--- src/rtl/hazard_pkg.sv ---
// Shared constants and types for the ID-stage hazard controller and its mult/div busy timer.
package hazard_pkg;

  localparam logic     ST_RUN     = 1'b0;
  localparam logic     ST_MD_BUSY = 1'b1;
  localparam logic [4:0] REG_ZERO = 5'd0;
  localparam int       MD_LAT_DEF = 4;

  typedef enum logic {
    RUN     = ST_RUN,
    MD_BUSY = ST_MD_BUSY
  } md_state_t;

endpackage

--- src/rtl/hazard_ctrl_if.sv ---
// ID-stage hazard bus: decode/EX status into the controller, pipeline-register enables back out.
interface hazard_ctrl_if;
  logic [4:0] ifid_rs_i;
  logic [4:0] ifid_rt_i;
  logic       ifid_use_rt_i;
  logic       ifid_use_hilo_i;
  logic       jump_i;
  logic       idex_memread_i;
  logic [4:0] idex_rt_i;
  logic       md_start_i;
  logic       branch_taken_i;
  logic       pc_write_o;
  logic       ifid_write_o;
  logic       ifid_flush_o;
  logic       idex_flush_o;
  logic       md_busy_o;

  modport master (
    output ifid_rs_i, ifid_rt_i, ifid_use_rt_i, ifid_use_hilo_i, jump_i,
           idex_memread_i, idex_rt_i, md_start_i, branch_taken_i,
    input  pc_write_o, ifid_write_o, ifid_flush_o, idex_flush_o, md_busy_o
  );

  modport slave (
    input  ifid_rs_i, ifid_rt_i, ifid_use_rt_i, ifid_use_hilo_i, jump_i,
           idex_memread_i, idex_rt_i, md_start_i, branch_taken_i,
    output pc_write_o, ifid_write_o, ifid_flush_o, idex_flush_o, md_busy_o
  );
endinterface

--- src/rtl/md_busy_timer.sv ---
// Tracks how long the multi-cycle mult/div unit holds HI/LO after issue (RUN / MD_BUSY + countdown).
module md_busy_timer
  import hazard_pkg::*;
#(
  parameter int MD_LAT = MD_LAT_DEF,
  parameter int CNT_W  = 4
) (
  input  logic clk_i,
  input  logic rst_i,
  input  logic md_start_i,
  output logic md_busy_o
);

  localparam logic [CNT_W-1:0] CNT_LOAD = CNT_W'(MD_LAT - 1);
  localparam logic [CNT_W-1:0] CNT_ONE  = CNT_W'(1);

  md_state_t        state;
  logic [CNT_W-1:0] cnt;

  always_ff @(posedge clk_i) begin
    if (rst_i) begin
      state <= RUN;
      cnt   <= '0;
    end else begin
      unique case (state)
        RUN: begin
          if (md_start_i) begin
            state <= MD_BUSY;
            cnt   <= CNT_LOAD;
          end
        end
        MD_BUSY: begin
          // A new issue restarts the full latency window; otherwise count down without wrapping.
          if (md_start_i) begin
            cnt <= CNT_LOAD;
          end else if (cnt <= CNT_ONE) begin
            state <= RUN;
            cnt   <= '0;
          end else begin
            cnt <= cnt - CNT_ONE;
          end
        end
        default: begin
          state <= RUN;
          cnt   <= '0;
        end
      endcase
    end
  end

  assign md_busy_o = (state == MD_BUSY);

endmodule

--- src/rtl/hazard_ctrl.sv ---
// MIPS ID-stage hazard controller: load-use / HI-LO stalls, branch and jump flushes.
// Optional HAZARD_STATS_EN adds saturating stall and flush event counters.
module hazard_ctrl
  import hazard_pkg::*;
#(
  parameter int MD_LAT = MD_LAT_DEF,
  parameter int CNT_W  = 4
) (
  input  logic        clk_i,
  input  logic        rst_i,
`ifdef HAZARD_STATS_EN
  output logic [31:0] stall_cnt_o,
  output logic [31:0] flush_cnt_o,
`endif
  hazard_ctrl_if.slave bus
);

  logic md_busy_raw;
  logic load_use;
  logic hilo_stall;

  md_busy_timer #(
    .MD_LAT (MD_LAT),
    .CNT_W  (CNT_W)
  ) u_md_busy_timer (
    .clk_i      (clk_i),
    .rst_i      (rst_i),
    .md_start_i (bus.md_start_i),
    .md_busy_o  (md_busy_raw)
  );

  // A load into $0 never produces a real dependency.
  assign load_use = bus.idex_memread_i && (bus.idex_rt_i != REG_ZERO) &&
                    ((bus.idex_rt_i == bus.ifid_rs_i) ||
                     (bus.ifid_use_rt_i && (bus.idex_rt_i == bus.ifid_rt_i)));

  assign hilo_stall    = md_busy_raw && bus.ifid_use_hilo_i;
  assign bus.md_busy_o = rst_i ? 1'b0 : md_busy_raw;

  always_comb begin
    bus.pc_write_o   = 1'b1;
    bus.ifid_write_o = 1'b1;
    bus.ifid_flush_o = 1'b0;
    bus.idex_flush_o = 1'b0;
    if (rst_i) begin
      bus.pc_write_o   = 1'b0;
      bus.ifid_write_o = 1'b0;
      bus.ifid_flush_o = 1'b1;
      bus.idex_flush_o = 1'b1;
    end else if (bus.branch_taken_i) begin
      bus.ifid_flush_o = 1'b1;
      bus.idex_flush_o = 1'b1;
    end else if (hilo_stall || load_use) begin
      // Hold PC and IF/ID, inject a bubble; a held jump is re-evaluated next cycle.
      bus.pc_write_o   = 1'b0;
      bus.ifid_write_o = 1'b0;
      bus.idex_flush_o = 1'b1;
    end else if (bus.jump_i) begin
      bus.ifid_flush_o = 1'b1;
    end
  end

`ifdef HAZARD_STATS_EN
  always_ff @(posedge clk_i) begin
    if (rst_i) begin
      stall_cnt_o <= '0;
      flush_cnt_o <= '0;
    end else begin
      if (!bus.pc_write_o && (stall_cnt_o != 32'hFFFF_FFFF))
        stall_cnt_o <= stall_cnt_o + 32'd1;
      if (bus.ifid_flush_o && (flush_cnt_o != 32'hFFFF_FFFF))
        flush_cnt_o <= flush_cnt_o + 32'd1;
    end
  end
`endif

endmodule

--- src/flat_wrapper.sv ---
// flat-port wrapper written by rule: the top's interface ports become plain ports
module hazard_ctrl_flat import hazard_pkg::*;
#(
  parameter int MD_LAT = MD_LAT_DEF,
  parameter int CNT_W  = 4
)
  (clk_i, rst_i, bus_ifid_rs_i, bus_ifid_rt_i, bus_ifid_use_rt_i, bus_ifid_use_hilo_i, bus_jump_i, bus_idex_memread_i, bus_idex_rt_i, bus_md_start_i, bus_branch_taken_i, bus_pc_write_o, bus_ifid_write_o, bus_ifid_flush_o, bus_idex_flush_o, bus_md_busy_o);
  hazard_ctrl_if bus_i ();
  input  logic clk_i;
  input  logic rst_i;
  input wire logic [$bits(bus_i.ifid_rs_i)-1:0] bus_ifid_rs_i;
  input wire logic [$bits(bus_i.ifid_rt_i)-1:0] bus_ifid_rt_i;
  input wire logic [$bits(bus_i.ifid_use_rt_i)-1:0] bus_ifid_use_rt_i;
  input wire logic [$bits(bus_i.ifid_use_hilo_i)-1:0] bus_ifid_use_hilo_i;
  input wire logic [$bits(bus_i.jump_i)-1:0] bus_jump_i;
  input wire logic [$bits(bus_i.idex_memread_i)-1:0] bus_idex_memread_i;
  input wire logic [$bits(bus_i.idex_rt_i)-1:0] bus_idex_rt_i;
  input wire logic [$bits(bus_i.md_start_i)-1:0] bus_md_start_i;
  input wire logic [$bits(bus_i.branch_taken_i)-1:0] bus_branch_taken_i;
  output wire logic [$bits(bus_i.pc_write_o)-1:0] bus_pc_write_o;
  output wire logic [$bits(bus_i.ifid_write_o)-1:0] bus_ifid_write_o;
  output wire logic [$bits(bus_i.ifid_flush_o)-1:0] bus_ifid_flush_o;
  output wire logic [$bits(bus_i.idex_flush_o)-1:0] bus_idex_flush_o;
  output wire logic [$bits(bus_i.md_busy_o)-1:0] bus_md_busy_o;
  assign bus_i.ifid_rs_i = bus_ifid_rs_i;
  assign bus_i.ifid_rt_i = bus_ifid_rt_i;
  assign bus_i.ifid_use_rt_i = bus_ifid_use_rt_i;
  assign bus_i.ifid_use_hilo_i = bus_ifid_use_hilo_i;
  assign bus_i.jump_i = bus_jump_i;
  assign bus_i.idex_memread_i = bus_idex_memread_i;
  assign bus_i.idex_rt_i = bus_idex_rt_i;
  assign bus_i.md_start_i = bus_md_start_i;
  assign bus_i.branch_taken_i = bus_branch_taken_i;
  assign bus_pc_write_o = bus_i.pc_write_o;
  assign bus_ifid_write_o = bus_i.ifid_write_o;
  assign bus_ifid_flush_o = bus_i.ifid_flush_o;
  assign bus_idex_flush_o = bus_i.idex_flush_o;
  assign bus_md_busy_o = bus_i.md_busy_o;
  hazard_ctrl #(.MD_LAT(MD_LAT), .CNT_W(CNT_W)) u_core (.clk_i(clk_i), .rst_i(rst_i), .bus(bus_i));
endmodule
--- config.mk ---
export PLATFORM = sky130hd
export DESIGN_NAME = hazard_ctrl_flat
export DESIGN_NICKNAME = d
export VERILOG_FILES = /design/src/rtl/hazard_pkg.sv /design/src/rtl/hazard_ctrl_if.sv /design/src/rtl/md_busy_timer.sv /design/src/rtl/hazard_ctrl.sv /design/src/flat_wrapper.sv
export SDC_FILE = /design/constraint.sdc
export NUM_CORES = 1
export LEC_CHECK = 0
export BUFFER_PORTS_ARGS = -buffer_cell sky130_fd_sc_hd__buf_2
export CORE_AREA = 2 2 39 41
export CTS_BUF_LIST = sky130_fd_sc_hd__clkbuf_2
export DETAILED_ROUTE_END_ITERATION = 10
export DIE_AREA = 0 0 41 43
export MAX_ROUTING_LAYER = met4
export PLACE_DENSITY = 0.69
export SLEW_MARGIN = 40
export SYNTH_ARGS = -nofsm -noshare
export SYNTH_HDL_FRONTEND = slang
export SYNTH_SLANG_ARGS = --single-unit
--- constraint.sdc ---
create_clock -name clk_i -period 1.4 [get_ports clk_i]
set_input_delay 0 -clock clk_i [delete_from_list [all_inputs] [get_ports clk_i]]
set_output_delay 0 -clock clk_i [all_outputs]
set_load 0.01 [all_outputs]
; After elaboration in Yosys (flattened, before gate mapping)
; Cells that the tools add are included.
[word_totals]
romBits = 0
out_inout_bits = 5
ram_bits = 0
in_bits = 23
latch_bits = 0
regBits = 5
word_cells = 34
n_memories = 0
[op_classes]
n_lt_le_gt_ge = 1
n_addsub = 1
mul = 0
n_bitwise = 1
mux = 19
shifts = 0
div = 0
reduce_logical = 7
n_eq_ne = 3
[ops]
columns = op, count
row1 = two-way mux 1 bit, 14
row2 = two-way mux 4 bit, 3
row3 = equality test 5 bit, 2
row4 = one-hot mux 4 bit (2 select lines), 1
row5 = nonzero test 5 bit, 1
row6 = "less-or-equal comparator 4 x 1 -> 1 bit, second input constant", 1
row7 = logical AND 1 bit, 4
row8 = "subtractor 4 x 1 -> 4 bit, second input constant", 1
row9 = logical OR 1 bit, 2
row10 = "inequality test 2 bit, second input constant", 1
row11 = one-hot mux 1 bit (2 select lines), 1
row12 = inverter 1 bit, 1

; Depth between registers and ports, before layout
; Gate-level depths: netlist of run 1.
[depth]
ltp_word = 8
depth_mapped = 6
mapped_depth_nobuf = 6

; Hierarchy
; From an unflattened synthesis of run 1, not the netlist that was laid out.
[hier_totals]
hier_cells = 55
hier_area_um2 = 455.4
[modules_own_cells]
columns = module, instances, seq_area_each_um2, area_per_inst_um2, cells_each
row1 = md_busy_timer, 1, 100.1, 260.2, 27
row2 = hazard_ctrl, 1, 0.0, 195.2, 28

; Worst setup path after synthesis of run 1
; No wires, ideal clock.
[synth_timing]
path_type = register to register
from = register u_core.u_md_busy_timer.cnt[0]
to = register u_core.u_md_busy_timer.cnt[1]
path_buffers = 0
period_less_slack_ns = 1.257
slack_ns = 0.143
t_arrival_ns = 1.131
path_stages_with_launch = 7
setup_time_ns = 0.125
t_required_ns = 1.275
cell_sequence = dfxtp_1 -> inv_1 -> ha_1 -> nor2_1 -> o31a_1 -> a221oi_1 -> nor2_1
[synth_via]
elab_chain_len = 4
word_cells_on_any_way = 5
classes_between = add/sub: 1 / order compare: 1 / mux: 3
[synth_lines]
columns = item, line_no
row1 = "start, declared", md_busy_timer.sv:18  ; logic [CNT_W-1:0] cnt;
row2 = "start signal, assigned", md_busy_timer.sv:40  ; cnt <= cnt - CNT_ONE;
row3 = subtractor 4 x 1 -> 4 bit / less-or-equal comparator 4 x 1 -> 1 bit (equally long branches), "md_busy_timer.sv:40, md_busy_timer.sv:36"
row4 = two-way mux 4 bit *, md_busy_timer.sv:36  ; end else if (cnt <= CNT_ONE) begin
row5 = two-way mux 4 bit *, md_busy_timer.sv:34  ; if (md_start_i) begin
row6 = one-hot mux 4 bit (2 select lines) *, md_busy_timer.sv:25  ; unique case (state)
; Mark *: on every way between the ends. The rest lies on a longest branch, timed or not.
; A chain may end at the register's enable or synchronous reset.

; Worst setup path in the final report of run 1
; Ends and elaborated chain as after synthesis.

==> results of run 1 <==
[kinds of logic (layout without fill, tap and decap cells)]
| group | after synthesis | in the layout |
|---|---|---|
| AOI/OAI and AO/OA | 12 | 12 |
| xor gates and xnor gates | 10 | 10 |
| adders and majority gates | 2 | 2 |
| buffers and inverters | 7 | 36 |
| DFF | 5 | 5 |
| muxes | 1 | 1 |
| and+or+nand+nor | 22 | 22 |
[area by class of cell]
cell class	instances	share of cell area
clock buffer	4	0.0329
sequential	5	0.164
inverter	5	0.0308
multi-input combinational	47	0.517
tap	16	0.0329
timing repair buffer	27	0.222
[synth_stat cells, types with 2 or more instances]
| cell | instances |
|---|---|
| sky130_fd_sc_hd__a21oi_1 | 4 |
| sky130_fd_sc_hd__dfxtp_1 | 5 |
| sky130_fd_sc_hd__ha_1 | 2 |
| sky130_fd_sc_hd__inv_1 | 5 |
| sky130_fd_sc_hd__nand2_1 | 5 |
| sky130_fd_sc_hd__nor2_1 | 8 |
| sky130_fd_sc_hd__nor3_1 | 3 |
| sky130_fd_sc_hd__xnor2_1 | 10 |
[metal layers]
layer  wire length (um)  track usage  vias up
met1                373        0.100      218
met2                552        0.263       24
li1                   -            -      261
met4                 17       0.0933        0
met3                116       0.0419        2
met5                  0            -        -
[registers in the layout (all words and copies together) (netlist names)]
name and count:
u_core.u_md_busy_timer.cnt 4, u_core.u_md_busy_timer.md_busy_o 1
[power by group through the flow]
stage	combinational, W	clock, W	sequential [W]
3_5_place_dp	0.000145	0	0.000162
3_3_place_gp	0.000141	0	0.000161
6_report	0.000145	0.000133	0.000159
4_1_cts	0.000146	0.000137	0.000158
2_1_floorplan	0.0000865	0	0.000159
5_1_grt	0.000166	0.000147	0.000160
[final timing paths]
| check | start | endpoint | slack (ns) | depth (start not counted) |
|---|---|---|---|---|
| worst max-delay path | u_core.u_md_busy_timer.cnt[0]$_SDFFE_PP0P_ | u_core.u_md_busy_timer.cnt[1]$_SDFFE_PP0P_ | 0.07 | 6 |
| worst min-delay path | bus_md_start_i | u_core.u_md_busy_timer.cnt[2]$_SDFFE_PP0P_ | 0.003 | 2 |
| worst max register to register | u_core.u_md_busy_timer.cnt[0]$_SDFFE_PP0P_ | u_core.u_md_busy_timer.cnt[1]$_SDFFE_PP0P_ | 0.07 | 6 |
| worst min register to register | u_core.u_md_busy_timer.cnt[1]$_SDFFE_PP0P_ | u_core.u_md_busy_timer.cnt[1]$_SDFFE_PP0P_ | 0.54 | 2 |
[per-stage QoR]
step	setup slack [ns]	utilization	area, sq um	power, W	hold WS (ns)
2_1_floorplan	0.143	-	443	0.000246	0.0793
3_3_place_gp	0.105	0.424	587	0.000302	0.247
3_5_place_dp	0.0716	0.424	587	0.000307	0.237
5_1_grt	-0.00681	0.440	609	0.000473	0.0187
4_1_cts	0.0574	0.439	607	0.000441	0.000798
6_report	0.0666	0.440	609	0.000437	0.00252
[timing repair]
action | CTS | global route
setup buffers | 0 | 0
hold endpoints to repair | 0 | 0
endpoints found under the setup margin | 0 | 1
resized for setup | 0 | 1
==> report_table.html, run 1 <==
<table>
<tr><th>Metric</th><th>Value</th></tr>
<tr><th colspan="2">Power and ir drop</th></tr>
<tr><td>Switching power of the nets</td><td>around 0.00014 W</td></tr>
<tr><td>Worst vdd rail ir drop</td><td>456 uV</td></tr>
<tr><td>Sequential cell fraction of total power</td><td>0.363</td></tr>
<tr><td>Cell-internal power</td><td>around 0.0003 W</td></tr>
<tr><td>Net switching fraction of the power</td><td>0.312</td></tr>
<tr><td>Power density cells</td><td>717 nW/um^2</td></tr>
<tr><td>Share of total power in combinational logic</td><td>0.332</td></tr>
<tr><td>Clock group share of total power</td><td>0.305</td></tr>
<tr><td>Static Leakage</td><td>0.274 nW</td></tr>
<tr><th colspan="2">Final layout</th></tr>
<tr><td>Fillcell total</td><td>between 150 and 200</td></tr>
<tr><td>Top library cells by usage in the layout, fill and taps aside</td><td>27 x sky130_fd_sc_hd__buf_2, 10 x sky130_fd_sc_hd__xnor2_1, 8 x sky130_fd_sc_hd__nor2_1</td></tr>
<tr><td>Number of inserted diodes</td><td>0</td></tr>
<tr><td>Net count reported at finish</td><td>between 100 and 150</td></tr>
<tr><td>Register area</td><td>around 100 sq um</td></tr>
<tr><td>Fraction of layout cells with a size suffix above 1</td><td>0.398</td></tr>
<tr><td>Commonest non-fill, non-tap cell in the layout</td><td>sky130_fd_sc_hd__buf_2</td></tr>
<tr><td>Signed area change from the synthesized netlist to the final layout</td><td>37.6%</td></tr>
<tr><td>Area occupied by multi-input gates</td><td>between 300 and 400 sq um</td></tr>
<tr><td>Non-filler instance count after layout</td><td>about 100</td></tr>
<tr><th colspan="2">Yosys</th></tr>
<tr><td>Dominant combinational cell family by area after synthesis</td><td>simple AND/OR/NAND/NOR gates</td></tr>
<tr><td>Count of warnings emitted by yosys</td><td>0</td></tr>
<tr><td>Post-synthesis instance area</td><td>between 400 and 500 sq um</td></tr>
<tr><td>Top cells by area in the synthesized netlist</td><td>sky130_fd_sc_hd__dfxtp_1 23%, sky130_fd_sc_hd__xnor2_1 20%, sky130_fd_sc_hd__nor2_1 6.8%</td></tr>
<tr><td>Syn Nets</td><td>between 80 and 90</td></tr>
<tr><td>Portion of synthesized cell area occupied by the leading cell type</td><td>0.226</td></tr>
<tr><td>Number of enable-type register cells in the synthesized netlist</td><td>0</td></tr>
<tr><td>Register area share after synthesis</td><td>0.226</td></tr>
<tr><td>Average footprint of a synthesized cell</td><td>approximately 7.5 sq um</td></tr>
<tr><td>Seq cells post-synth</td><td>5</td></tr>
<tr><td>Post-synthesis async set-or-reset flop share</td><td>0</td></tr>
<tr><td>Arithmetic-cell share of the synthesized area counting full adders, half adders and majority gates</td><td>0.0565</td></tr>
<tr><td>Count of cell types in the netlist</td><td>25</td></tr>
<tr><td>Mux share of post-synthesis cell area</td><td>0.0226</td></tr>
<tr><td>Post-synthesis xor/xnor area fraction</td><td>0.198</td></tr>
<tr><td>Most used DFF post-synth</td><td>sky130_fd_sc_hd__dfxtp_1</td></tr>
<tr><td>Count of mapped cells out of synthesis</td><td>59</td></tr>
<tr><td>Area fraction in and, or, nand and nor cells after synthesis</td><td>0.240</td></tr>
<tr><td>Complex-gate fraction of the synthesized area</td><td>0.189</td></tr>
<tr><td>Largest area contributor in the netlist</td><td>sky130_fd_sc_hd__dfxtp_1</td></tr>
<tr><th colspan="2">STA</th></tr>
<tr><td>Setup Total Neg Slack</td><td>0 ns</td></tr>
<tr><td>Actual transition at the worst max-transition pin</td><td>about 0.33 ns</td></tr>
<tr><td>Achievable Freq</td><td>~0.75 GHz</td></tr>
<tr><td>Endpoints failing hold</td><td>0</td></tr>
<tr><td>RSZ-0062 raised after global routing</td><td>true</td></tr>
<tr><td>Final clock skew</td><td>around 0.0043 ns</td></tr>
<tr><td>Slew headroom</td><td>0.781</td></tr>
<tr><td>Number of pins with negative max-slew slack in the final report</td><td>0</td></tr>
<tr><td>Share of the cycle needed by the critical path after routing</td><td>0.952</td></tr>
<tr><td>Clock period minus final worst setup slack</td><td>approximately 1.3 ns</td></tr>
<tr><td>Setup-failing EPs final</td><td>0</td></tr>
<tr><th colspan="2">Floorplanning</th></tr>
<tr><td>Core Region</td><td>between 1000 and 1500 sq um</td></tr>
<tr><td>Chip Height</td><td>between 40 and 50 um</td></tr>
<tr><td>Initial standard-cell utilization of the core</td><td>0.320</td></tr>
<tr><td>Standard-cell row count</td><td>14</td></tr>
<tr><td>Ports placed on the boundary</td><td>28</td></tr>
<tr><td>Die X</td><td>41 um</td></tr>
<tr><td>Die Area</td><td>between 1500 and 2000 sq um</td></tr>
<tr><th colspan="2">Drt</th></tr>
<tr><td>Total vias in the final route</td><td>between 500 and 600</td></tr>
<tr><td>First-pass iteration count of the detailed router</td><td>2</td></tr>
<tr><td>Final WL</td><td>around 1100 um</td></tr>
<tr><td>Starting DRC count in detailed routing</td><td>2</td></tr>
<tr><td>Post-route antenna net violation count</td><td>0</td></tr>
<tr><td>Per-cell via count in the routed design</td><td>a little under 5</td></tr>
<tr><td>WL per Instance</td><td>approximately 10 um</td></tr>
<tr><td>Detailed-route DRC error count</td><td>0</td></tr>
<tr><th colspan="2">Clock network</th></tr>
<tr><td>Clk_lat worst skew</td><td>between 0.2 and 0.25 ns</td></tr>
<tr><td>Maximum level of the CTS H-tree</td><td>1</td></tr>
<tr><td>Buffers from clock root to sink, at most</td><td>2</td></tr>
<tr><td>Clk Tree Root Cell</td><td>sky130_fd_sc_hd__clkbuf_2</td></tr>
<tr><td>Post-CTS Hold Fix Bufs</td><td>0</td></tr>
<tr><td>CTS Sinks</td><td>5</td></tr>
<tr><td>CTS clk-pin slew, worst paths</td><td>~0.050 ns</td></tr>
<tr><td>TritonCTS clock tree</td><td>done</td></tr>
<tr><td>Total CTS buffers</td><td>3</td></tr>
<tr><th colspan="2">Outcome</th></tr>
<tr><td>Outcome</td><td>finished, final reports clean</td></tr>
<tr><th colspan="2">Worst setup path</th></tr>
<tr><td>Crit path arrival time</td><td>1.44 ns</td></tr>
<tr><td>Most common cell type on the critical path</td><td>sky130_fd_sc_hd__nor2_1</td></tr>
<tr><td>Maximum single-stage delay on the critical path</td><td>about 0.34 ns</td></tr>
<tr><td>Crit path cell chain</td><td>inv_1 &gt; ha_2 &gt; nor2_1 &gt; o31a_1 &gt; a221oi_1 &gt; nor2_1</td></tr>
<tr><td>Critical path buffer and inverter count</td><td>1</td></tr>
<tr><td>Slowest cell on the critical path</td><td>sky130_fd_sc_hd__dfxtp_1</td></tr>
<tr><td>Largest delay contributor family on the critical path</td><td>compound AO/OA/AOI/OAI gates</td></tr>
<tr><td>Worst endpoint required time</td><td>about 1.5 ns</td></tr>
<tr><td>Max FO, Critical Path</td><td>5</td></tr>
<tr><td>Type of the worst setup path</td><td>reg2reg</td></tr>
<tr><td>Element type at the critical path start</td><td>register</td></tr>
<tr><td>Critical path endpoint category</td><td>register</td></tr>
<tr><th colspan="2">Placement</th></tr>
<tr><td>Post-DP HPWL</td><td>between 900 and 1000 um</td></tr>
<tr><td>Final weighted congestion of routability-driven global placement</td><td>roughly 0.8</td></tr>
<tr><td>Cell count after placement</td><td>100</td></tr>
<tr><td>Port buffer count</td><td>27</td></tr>
<tr><th colspan="2">Run</th></tr>
<tr><td>Max-cap viol count</td><td>0</td></tr>
<tr><th colspan="2">Min path</th></tr>
<tr><td>Kind of path behind the tightest hold check</td><td>in2reg</td></tr>
<tr><th colspan="2">GRT</th></tr>
<tr><td>Initial antenna violation count</td><td>0</td></tr>
<tr><td>First-pass GRT wire length</td><td>between 1500 and 2000 um</td></tr>
<tr><td>Maximum number of pins on one net before global-route repair</td><td>9</td></tr>
<tr><td>GRT Residual Overflow</td><td>0</td></tr>
<tr><td>Global Route Usage Sum</td><td>0.141</td></tr>
<tr><td>Vias in the first global route</td><td>476</td></tr>
</table>
(Power assumes the default switching activity.)
==> run 2, diff against run 1 <==
--- a/config.mk
+++ b/config.mk
@@ -5,13 +5,13 @@
 export SDC_FILE = /design/constraint.sdc
 export NUM_CORES = 1
 export LEC_CHECK = 0
-export BUFFER_PORTS_ARGS = -buffer_cell sky130_fd_sc_hd__buf_2
 export CORE_AREA = 2 2 39 41
 export CTS_BUF_LIST = sky130_fd_sc_hd__clkbuf_2
 export DETAILED_ROUTE_END_ITERATION = 10
 export DIE_AREA = 0 0 41 43
+export DONT_BUFFER_PORTS = 1
 export MAX_ROUTING_LAYER = met4
-export PLACE_DENSITY = 0.69
+export PLACE_DENSITY = 0.51
 export SLEW_MARGIN = 40
 export SYNTH_ARGS = -nofsm -noshare
 export SYNTH_HDL_FRONTEND = slang
==> run 2 against run 1 <==
Critical path depth unchanged; via count down 16%; sequential cell count did not move; combinational power is 30% lower; largest cell class unchanged; largest power group unchanged.
==> report_table.html, run 2 (synthesized netlist as in run 1, its figures left out) <==
<table>
<tr><th>Metric</th><th>Value</th></tr>
<tr><th colspan="2">Outcome</th></tr>
<tr><td>Outcome</td><td>finished, final reports clean</td></tr>
<tr><th colspan="2">GRT</th></tr>
<tr><td>Maximum number of pins on one net before global-route repair</td><td>7 (-2)</td></tr>
<tr><td>GRT Residual Overflow</td><td>0 (unchanged)</td></tr>
<tr><td>First-pass GRT wire length</td><td>1390 um (-16%)</td></tr>
<tr><td>Vias in the first global route</td><td>415 (-13%)</td></tr>
<tr><td>Global Route Usage Sum</td><td>0.119 (-0.0218)</td></tr>
<tr><td>Initial antenna violation count</td><td>0 (unchanged)</td></tr>
<tr><th colspan="2">Clock network</th></tr>
<tr><td>Clk_lat worst skew</td><td>0.21 ns (about the same)</td></tr>
<tr><td>Maximum level of the CTS H-tree</td><td>1 (unchanged)</td></tr>
<tr><td>CTS Sinks</td><td>5 (unchanged)</td></tr>
<tr><td>Total CTS buffers</td><td>3 (unchanged)</td></tr>
<tr><td>Clk Tree Root Cell</td><td>sky130_fd_sc_hd__clkbuf_2</td></tr>
<tr><td>TritonCTS clock tree</td><td>done</td></tr>
<tr><td>CTS clk-pin slew, worst paths</td><td>0.05 ns (about the same)</td></tr>
<tr><td>Buffers from clock root to sink, at most</td><td>2 (unchanged)</td></tr>
<tr><th colspan="2">Floorplanning</th></tr>
<tr><td>Die Area</td><td>1760 sq um (unchanged)</td></tr>
<tr><td>Die X</td><td>41 um (unchanged)</td></tr>
<tr><td>Core Region</td><td>1380 sq um (unchanged)</td></tr>
<tr><td>Ports placed on the boundary</td><td>28 (unchanged)</td></tr>
<tr><td>Chip Height</td><td>43 um (unchanged)</td></tr>
<tr><td>Standard-cell row count</td><td>14 (unchanged)</td></tr>
<tr><td>Initial standard-cell utilization of the core</td><td>0.320 (unchanged)</td></tr>
<tr><th colspan="2">Final layout</th></tr>
<tr><td>Largest register by flop count</td><td>u_core.u_md_busy_timer.cnt</td></tr>
<tr><td>Max FFs per register</td><td>4 (unchanged)</td></tr>
<tr><td>Commonest non-fill, non-tap cell in the layout</td><td>sky130_fd_sc_hd__xnor2_1</td></tr>
<tr><td>Fraction of layout cells with a size suffix above 1</td><td>0.143 (-0.255)</td></tr>
<tr><td>Signed area change from the synthesized netlist to the final layout</td><td>13.0%</td></tr>
<tr><td>Net count reported at finish</td><td>89 (-22%)</td></tr>
<tr><td>Top library cells by usage in the layout, fill and taps aside</td><td>10 x sky130_fd_sc_hd__xnor2_1, 8 x sky130_fd_sc_hd__nor2_1, 5 x sky130_fd_sc_hd__inv_1, 5 x sky130_fd_sc_hd__nand2_1, 5 x sky130_fd_sc_hd__dfxtp_1</td></tr>
<tr><td>Number of inserted diodes</td><td>0 (unchanged)</td></tr>
<tr><td>Final design utilization</td><td>0.362 (-0.0787)</td></tr>
<tr><th colspan="2">Worst setup path</th></tr>
<tr><td>Worst endpoint required time</td><td>1.50 ns (about the same)</td></tr>
<tr><td>Element type at the critical path start</td><td>register</td></tr>
<tr><td>Type of the worst setup path</td><td>reg2reg</td></tr>
<tr><td>Max FO, Critical Path</td><td>3 (-2)</td></tr>
<tr><td>Critical path endpoint category</td><td>register</td></tr>
<tr><td>Crit path arrival time</td><td>1.42 ns (-0.02 ns)</td></tr>
<tr><th colspan="2">STA</th></tr>
<tr><td>Slew headroom</td><td>0.721 (-0.0600)</td></tr>
<tr><td>Worst Setup Slack, final</td><td>0.0811 ns (+0.0145 ns)</td></tr>
<tr><td>Setup-failing EPs final</td><td>0 (unchanged)</td></tr>
<tr><td>RSZ-0062 raised after global routing</td><td>false</td></tr>
<tr><td>Actual transition at the worst max-transition pin</td><td>0.418 ns (+0.0923 ns)</td></tr>
<tr><td>Final clock skew</td><td>0.00121 ns (-0.00309 ns)</td></tr>
<tr><td>Setup Total Neg Slack</td><td>0 ns (unchanged)</td></tr>
<tr><td>Achievable Freq</td><td>0.758 GHz (+1.1%)</td></tr>
<tr><td>Clock period minus final worst setup slack</td><td>1.32 ns (-0.0145 ns)</td></tr>
<tr><td>Number of pins with negative max-slew slack in the final report</td><td>0 (unchanged)</td></tr>
<tr><td>Share of the cycle needed by the critical path after routing</td><td>0.942 (-0.0104)</td></tr>
<tr><td>Endpoints failing hold</td><td>0 (unchanged)</td></tr>
<tr><th colspan="2">Drt</th></tr>
<tr><td>First-pass iteration count of the detailed router</td><td>3 (+1)</td></tr>
<tr><td>Detailed-route DRC error count</td><td>0 (unchanged)</td></tr>
<tr><td>WL per Instance</td><td>11.7 um (+15%)</td></tr>
<tr><td>Final WL</td><td>924 um (-13%)</td></tr>
<tr><td>Per-cell via count in the routed design</td><td>5.35 (+10%)</td></tr>
<tr><td>Total vias in the final route</td><td>423 (-16%)</td></tr>
<tr><td>Starting DRC count in detailed routing</td><td>3 (+1)</td></tr>
<tr><td>Post-route antenna net violation count</td><td>0 (unchanged)</td></tr>
<tr><th colspan="2">Placement</th></tr>
<tr><td>Port buffer count</td><td>0 (-100%)</td></tr>
<tr><td>Final weighted congestion of routability-driven global placement</td><td>0.751 (-4.8%)</td></tr>
<tr><td>Post-DP HPWL</td><td>745 um (-18%)</td></tr>
<tr><td>Setup WS pre-CTS</td><td>0.0584 ns (-0.0132 ns)</td></tr>
<tr><th colspan="2">Run</th></tr>
<tr><td>Max-cap viol count</td><td>0 (unchanged)</td></tr>
<tr><th colspan="2">Power and ir drop</th></tr>
<tr><td>Static Leakage</td><td>0.179 nW (-35%)</td></tr>
<tr><td>Power density cells</td><td>782 nW/um^2 (+9.1%)</td></tr>
<tr><td>Worst vdd rail ir drop</td><td>373 uV (-18%)</td></tr>
<tr><th colspan="2">Min path</th></tr>
<tr><td>Kind of path behind the tightest hold check</td><td>in2out</td></tr>
</table>
run 2: stage by stage:
step	area [sq um]	total power [W]	hold slack, ns	cells
floorplan	443	0.000246	0.0793	59
global placement	452	0.000253	0.0470	73
detailed placement	452	0.000252	0.0461	73
CTS	492	0.000396	0.0460	79
global route	500	0.000423	0.0466	79
finish	500	0.000392	0.0452	79
run 2: layout make-up:
| class | count | area (sq um) |
|---|---|---|
| sequential | 5 | 100 |
| multi-input combinational | 47 | 322 |
| fill | 165 | 883 |
| timing repair buffer | 2 | 20.0 |
| tap | 16 | 20.0 |
| clock buffer | 4 | 20.0 |
| inverter | 5 | 18.8 |
run 2: final timing paths:
path	start	endpoint	slack, ns	cells after the start
hold / removal	rst_i	bus_md_busy_o	0.05	1
setup / recovery	u_core.u_md_busy_timer.cnt[1]$_SDFFE_PP0P_	u_core.u_md_busy_timer.cnt[1]$_SDFFE_PP0P_	0.08	6
setup reg to reg	u_core.u_md_busy_timer.cnt[1]$_SDFFE_PP0P_	u_core.u_md_busy_timer.cnt[1]$_SDFFE_PP0P_	0.08	6
hold reg to reg	u_core.u_md_busy_timer.cnt[1]$_SDFFE_PP0P_	u_core.u_md_busy_timer.cnt[1]$_SDFFE_PP0P_	0.55	2
run 2: repair_timing:
action,CTS,global route
endpoints found under the hold margin,5,0
setup buffers,0,0
hold buffers,2,0
resized for setup,0,2
setup endpoints to repair,0,1
run 2: where the power goes:
part           internal, W  leakage, nW  switching, W  total, W
registers         0.000150       0.0413    0.00000885  0.000159
logic            0.0000535        0.121     0.0000490  0.000102
clock network    0.0000756       0.0166     0.0000545  0.000130
total             0.000279        0.179      0.000112  0.000392
run 2: critical path, cell delays in order, from the launching register on:
cell and delay (ns):
sky130_fd_sc_hd__dfxtp_1 0.33, sky130_fd_sc_hd__inv_1 0.08, sky130_fd_sc_hd__ha_2 0.19, sky130_fd_sc_hd__nor2_1 0.04
sky130_fd_sc_hd__o31a_1 0.27, sky130_fd_sc_hd__a221oi_2 0.24, sky130_fd_sc_hd__nor2_1 0.05
run 2: metal layers:
metal | GRT usage | vias up | part of all wire | routed length, um
li1 | - | 212 | - | -
met1 | 0.0997 | 191 | 0.35 | 324
met2 | 0.209 | 20 | 0.52 | 477
met3 | 0.0314 | 0 | 0.13 | 122
met4 | 0.0800 | 0 | 0 | 0
met5 | - | - | 0 | 0
